**src/rtl/mux2_sel_arbiter.sv**
```systemverilog
// Two-requester round-robin arbiter driving the registered select of a 2:1 mux.
// Optional grant statistics counters are enabled by defining MUX2_ARB_STATS_EN.
`default_nettype none

module mux2_sel_arbiter #(
   parameter int HOLD_MAX = 16,
   parameter int CNT_W    = 8
) (
   input  logic             clock,
   input  logic             rst_n,
   input  logic             req_a,
   input  logic             req_b,
   input  logic             done_a,
   input  logic             done_b,
   output logic             sel,
   output logic             gnt_a,
   output logic             gnt_b,
   output logic             busy
`ifdef MUX2_ARB_STATS_EN
   ,
   output logic [CNT_W-1:0] gnt_cnt_a,
   output logic [CNT_W-1:0] gnt_cnt_b
`endif
);

   localparam logic [CNT_W-1:0] HOLD_LAST = CNT_W'(HOLD_MAX - 1);

   typedef enum logic [1:0] {
      IDLE  = 2'd0,
      OWN_A = 2'd1,
      OWN_B = 2'd2
   } state_t;

   state_t           state_q, state_d;
   logic [CNT_W-1:0] hold_q, hold_d;
   logic             last_q, last_d;   // 0: A owned last, 1: B owned last
   logic             sel_q, sel_d;
   logic             gnt_a_q, gnt_b_q, busy_q;

   always_comb begin
      state_d = state_q;
      last_d  = last_q;
      hold_d  = hold_q;
      sel_d   = sel_q;

      case (state_q)
         IDLE: begin
            if (req_a && req_b)  state_d = last_q ? OWN_A : OWN_B;
            else if (req_a)      state_d = OWN_A;
            else if (req_b)      state_d = OWN_B;
         end
         OWN_A: begin
            if (done_a) begin
               state_d = IDLE;
               last_d  = 1'b0;
            end else if (req_b && (hold_q == HOLD_LAST)) begin
               state_d = OWN_B;
               last_d  = 1'b0;
            end
         end
         OWN_B: begin
            if (done_b) begin
               state_d = IDLE;
               last_d  = 1'b1;
            end else if (req_a && (hold_q == HOLD_LAST)) begin
               state_d = OWN_A;
               last_d  = 1'b1;
            end
         end
         default: state_d = IDLE;
      endcase

      // Count only contested cycles; an uncontested owner keeps its tally.
      if (state_d != state_q)
         hold_d = '0;
      else if ((state_q == OWN_A && req_b) || (state_q == OWN_B && req_a))
         hold_d = hold_q + 1'b1;

      if (state_d == OWN_A)      sel_d = 1'b0;
      else if (state_d == OWN_B) sel_d = 1'b1;
   end

   always_ff @(posedge clock or negedge rst_n) begin
      if (!rst_n) begin
         state_q <= IDLE;
         hold_q  <= '0;
         last_q  <= 1'b1;
         sel_q   <= 1'b0;
         gnt_a_q <= 1'b0;
         gnt_b_q <= 1'b0;
         busy_q  <= 1'b0;
      end else begin
         state_q <= state_d;
         hold_q  <= hold_d;
         last_q  <= last_d;
         sel_q   <= sel_d;
         gnt_a_q <= (state_d == OWN_A);
         gnt_b_q <= (state_d == OWN_B);
         busy_q  <= (state_d != IDLE);
      end
   end

   assign sel   = sel_q;
   assign gnt_a = gnt_a_q;
   assign gnt_b = gnt_b_q;
   assign busy  = busy_q;

`ifdef MUX2_ARB_STATS_EN
   localparam logic [CNT_W-1:0] CNT_MAX = '1;

   logic [CNT_W-1:0] cnt_a_q, cnt_a_d;
   logic [CNT_W-1:0] cnt_b_q, cnt_b_d;

   always_comb begin
      cnt_a_d = cnt_a_q;
      cnt_b_d = cnt_b_q;
      if (state_d == OWN_A && state_q != OWN_A && cnt_a_q != CNT_MAX)
         cnt_a_d = cnt_a_q + 1'b1;
      if (state_d == OWN_B && state_q != OWN_B && cnt_b_q != CNT_MAX)
         cnt_b_d = cnt_b_q + 1'b1;
   end

   always_ff @(posedge clock or negedge rst_n) begin
      if (!rst_n) begin
         cnt_a_q <= '0;
         cnt_b_q <= '0;
      end else begin
         cnt_a_q <= cnt_a_d;
         cnt_b_q <= cnt_b_d;
      end
   end

   assign gnt_cnt_a = cnt_a_q;
   assign gnt_cnt_b = cnt_b_q;
`endif

endmodule

`default_nettype wire
```
**config.mk**
```make
export PLATFORM = sky130hd
export DESIGN_NAME = mux2_sel_arbiter
export DESIGN_NICKNAME = d
export VERILOG_FILES = /design/src/rtl/mux2_sel_arbiter.sv
export SDC_FILE = /design/constraint.sdc
export NUM_CORES = 1
export LEC_CHECK = 0
export CORE_AREA = 2 2 53 67
export CTS_CLUSTER_SIZE = 30
export DETAILED_ROUTE_END_ITERATION = 6
export DIE_AREA = 0 0 55 69
export PLACE_DENSITY = 0.58
export SYNTH_ARGS = -nofsm -noshare
export SYNTH_HDL_FRONTEND = slang
export SYNTH_SLANG_ARGS = --single-unit
export TNS_END_PERCENT = 100
```
**constraint.sdc**
```tcl
create_clock -name clock -period 1.8 [get_ports clock]
set_clock_uncertainty 0.15 [all_clocks]
set_input_delay 0.36 -clock clock [delete_from_list [all_inputs] [get_ports clock]]
set_output_delay 0.36 -clock clock [all_outputs]
set_load 0.01 [all_outputs]
```
==> Flow_metrics.wiki <==
{| class="wikitable"
! Metric !! Value
|-
| Sequential-to-total area share from yosys stat || 0.4181
|-
| Number of distinct library cells after synthesis || 34
|-
| Largest net degree at the start of global routing || 16
|-
| Power Dens Cells || approximately 1300 mW/mm2
|-
| Min Hold Slack || around 0.27 ns
|-
| Worst Max-Slew Pin Slew || roughly 0.42 ns
|-
| Worst-Skew Late Latency || about 0.25 ns
|-
| Total number of yosys warnings || 0
|-
| Master cell of the clock root buffer || sky130_fd_sc_hd__clkbuf_8
|-
| Overall global routing resource usage || 0.1451
|-
| Number of max-slew violations in the final report || 0
|-
| Capture instance of the worst register-to-register path || gnt_a
|-
| H-Tree Level Count || 1
|-
| Count of antenna-violating nets left after detailed routing || 0
|-
| Synthesis-to-finish area growth || 76.11%
|-
| Count of hold-fix buffers inserted at cts || 0
|-
| Clock Pin Slew Worst Setup and Hold Paths || about 0.06 ns
|-
| Worst path buffer plus inverter count || 1
|-
| Worst setup slack before clock tree synthesis || -0.4379 ns
|-
| First-pass detailed-route iteration total || 4
|-
| Tightest Hold Check Type || in -> async
|-
| Critical-path maximum fanout || 3
|-
| Number of global-route vias before repair || 908
|-
| Net switching power figure || roughly 0.8 mW
|-
| Global-route wire length before repair || between 3000 and 4000 um
|-
| DP Wirelength || about 1700 um
|-
| CP arrival || between 1.5 and 2 ns
|-
| Final count of hold timing violations || 0
|-
| Leakage power || slightly below 0.7 nW
|-
| Commonest cells after routing, fill and taps aside || 37 x sky130_fd_sc_hd__buf_4, 14 x sky130_fd_sc_hd__dfrtp_1
|-
| Core Region || between 0.003 and 0.004 mm2
|-
| Total of buffers placed on input and output ports || 9
|-
| Failing checks || negative setup slack
|-
| Die area || around 0.0038 mm2
|-
| Peak Freq || approximately 520 MHz
|-
| Starting DRC count in detailed routing || 6
|-
| Crit path kind || in -> reg
|-
| #FFs+latches synth || 15
|-
| Internal reg-to-reg setup slack || -0.11 ns
|-
| Clock Sink Count || 15
|-
| Fin crit period || around 1.9 ns
|-
| Critical path cell sequence || clkdlybuf4s50_1 -> or3b_4 -> a31oi_4 -> nor2_2 -> ha_1 -> mux2i_1
|-
| R2R Path Start || hold_q[6]
|-
| Design internal power || around 1.2 mW
|-
| Chip height || between 60 and 70 um
|-
| Total number of vias || slightly above 800
|-
| Portion of total power attributed to the clock network || 0.135
|-
| Number of antenna violations at the first check in global routing || 0
|-
| Placer's final routability congestion estimate || around 0.80
|-
| Boundary pin count || 10
|-
| Final wirelength || 2497 um
|-
| Number of vias per cell || between 4 and 5
|-
| Number of cells produced by synthesis || 78
|-
| Post-DR wirelength/cell || between 10 and 15 um
|-
| Max rail drop VDD || between 1 and 1.5 mV
|-
| Leading cell type in the layout, fill and taps excluded || sky130_fd_sc_hd__buf_4
|-
| Post-synth design cell area || ~900 um2
|-
| Global-route congestion overflow total || 0
|-
| Library cell contributing the largest single delay on the critical path || sky130_fd_sc_hd__or3b_4
|-
| Antenna Cells || 0
|-
| Cell type contributing the most total cell area after synthesis || sky130_fd_sc_hd__dfrtp_1
|-
| Width of the die || approximately 55 um
|-
| Pwr Total || about 2.0 mW
|-
| Initial standard-cell utilization of the core || 0.2846
|-
| Max-slew headroom || 0.7165
|-
| Critical path capture point type || flip-flop
|-
| Number of nets produced by synthesis || 88
|-
| Comb power frac || 0.623
|-
| Share of the clock period used by the worst path after layout || 1.063
|-
| Buffer levels on the longest clock path || 2
|-
| Cell depth of the worst flop-to-flop path || 7
|-
| Total negative setup slack || -1.091 ns
|-
| CTS tree || done
|-
| Run status || complete, but fails checks
|-
| Max incr delay on CP || roughly 0.45 ns
|-
| Maxcap violations || 0
|-
| Portion of synthesized cell area occupied by the leading cell type || 0.3889
|-
| Share of total power consumed by net switching || 0.3901
|-
| Number of design rule violations left after detail routing || 0
|-
| Final-stage net count || between 100 and 150
|-
| Largest cells by area after synthesis || sky130_fd_sc_hd__dfrtp_1 39%, sky130_fd_sc_hd__xnor2_1 6.8%, sky130_fd_sc_hd__ha_1 5.6%, sky130_fd_sc_hd__nand3b_4 4.4%, sky130_fd_sc_hd__nor3_1 3.9%
|-
| RSZ-0062 raised after global routing || yes
|-
| Non-Filler Instances || approximately 170
|-
| Sequential power share || 0.242
|-
| Crit path max-delay family || simple AND/OR/NAND/NOR gates
|-
| PnR worst setup slack || -0.1138 ns
|-
| Placed insts || 158
|-
| TritonCTS Buffers || 3
|-
| Cell Rows || 23
|-
| Required time of the critical path || roughly 1.8 ns
|-
| Share of cells above drive strength 1 || 0.5682
|-
| Mean cell area of the mapped netlist || 11.55 um2
|-
| Startpoint type of the worst setup path || primary input
|-
| Number of setup violations in the final report || 12
|}
power by group through the flow:
stage | registers, mW | clock network (mW) | logic (mW)
CTS | 0.495 | 0.285 | 1.09
global route | 0.505 | 0.301 | 1.36
global placement | 0.491 | 0 | 0.807
floorplan | 0.509 | 0 | 0.412
finish | 0.494 | 0.276 | 1.27
detailed placement | 0.498 | 0 | 0.831
repair_timing:
action                                  in CTS  in global routing
pin swaps                                   15                  7
resized for setup                           22                 13
endpoints found under the setup margin      12                 13
buffers inserted                             5                  2
cell families after synthesis:
logic type      Yosys count  synth area share
simple gates             25            0.2111
xor+xnor                  7           0.06806
mux                       2           0.02222
fa+ha+maj                 4           0.05556
compound gates           17            0.1875
buf+inv                   8           0.03751
flops                    15            0.4181
Yosys cell counts:
| library cell | count |
|---|---|
| sky130_fd_sc_hd__a2111oi_1 | 1 |
| sky130_fd_sc_hd__a2111oi_2 | 1 |
| sky130_fd_sc_hd__a211oi_1 | 1 |
| sky130_fd_sc_hd__a21boi_0 | 2 |
| sky130_fd_sc_hd__a21o_1 | 1 |
| sky130_fd_sc_hd__a21oi_1 | 2 |
| sky130_fd_sc_hd__a21oi_4 | 1 |
| sky130_fd_sc_hd__a2bb2oi_1 | 1 |
| sky130_fd_sc_hd__a311oi_2 | 1 |
| sky130_fd_sc_hd__a31oi_4 | 1 |
| sky130_fd_sc_hd__a32oi_1 | 1 |
| sky130_fd_sc_hd__and3_4 | 1 |
| sky130_fd_sc_hd__and3b_1 | 1 |
| sky130_fd_sc_hd__buf_4 | 1 |
| sky130_fd_sc_hd__dfrtp_1 | 14 |
| sky130_fd_sc_hd__dfstp_2 | 1 |
| sky130_fd_sc_hd__ha_1 | 4 |
| sky130_fd_sc_hd__inv_1 | 7 |
| sky130_fd_sc_hd__mux2i_1 | 2 |
| sky130_fd_sc_hd__nand2_1 | 2 |
| sky130_fd_sc_hd__nand3_1 | 3 |
| sky130_fd_sc_hd__nand3b_4 | 2 |
| sky130_fd_sc_hd__nand4_1 | 1 |
| sky130_fd_sc_hd__nor2_1 | 3 |
| sky130_fd_sc_hd__nor2b_1 | 1 |
| sky130_fd_sc_hd__nor3_1 | 7 |
| sky130_fd_sc_hd__nor3_2 | 1 |
| sky130_fd_sc_hd__nor4_4 | 1 |
| sky130_fd_sc_hd__o2111ai_1 | 1 |
| sky130_fd_sc_hd__o21ai_0 | 2 |
| sky130_fd_sc_hd__o221ai_2 | 1 |
| sky130_fd_sc_hd__or2_1 | 1 |
| sky130_fd_sc_hd__or3b_4 | 1 |
| sky130_fd_sc_hd__xnor2_1 | 7 |
how the worst max path moves through the flow:
stage / start / to / slack (ns) / cells after the start
finish: done_b / sel / -0.11 / 6
detailed placement: req_b / sel / -0.44 / 8
CTS: hold_q[0] / sel / -0.13 / 8
floorplan: hold_q[0] / sel / -0.15 / 6
global route: hold_q[0] / sel / -0.19 / 8
global placement: req_b / sel / -0.37 / 8
state kept, by name, indices dropped and copies added, names as in the netlist:
name,count
hold_q,8
state_q,2
busy,1
gnt_a,1
gnt_b,1
last_q,1
sel,1
final cells by class:
type | count | area [um2]
repair buffers | 51 | 439.2
multi-input cells | 55 | 653.1
clock buffers | 4 | 45.04
inverters | 7 | 26.28
fillers | 295 | 1579
flip-flops and latches | 15 | 376.6
well taps | 37 | 46.29
metal layers:
layer | part of all wire | GRT usage
met5 | 0 | 0
met4 | 0.035 | 0.08130
met3 | 0.018 | 0.02381
met2 | 0.55 | 0.2487
met1 | 0.39 | 0.1587
metrics by stage:
stage / instance area (um2) / utilization
2_1_floorplan: 900.9 / -
3_3_place_gp: 1292 / 0.4083
3_5_place_dp: 1292 / 0.4083
4_1_cts: 1496 / 0.4727
5_1_grt: 1587 / 0.5012
6_report: 1587 / 0.5012
worst register-to-register path, delay by kind of cell (launching register included):
| family | cells | cell delay, ns |
|---|---|---|
| AOI/OAI and AO/OA | 2 | 0.27 |
| and+or+nand+nor | 1 | 0.31 |
| DFF | 1 | 0.41 |
| buffers and inverters | 3 | 0.48 |
| adders and majority gates | 1 | 0.20 |
Note: power is estimated with default switching activity, not from simulation.
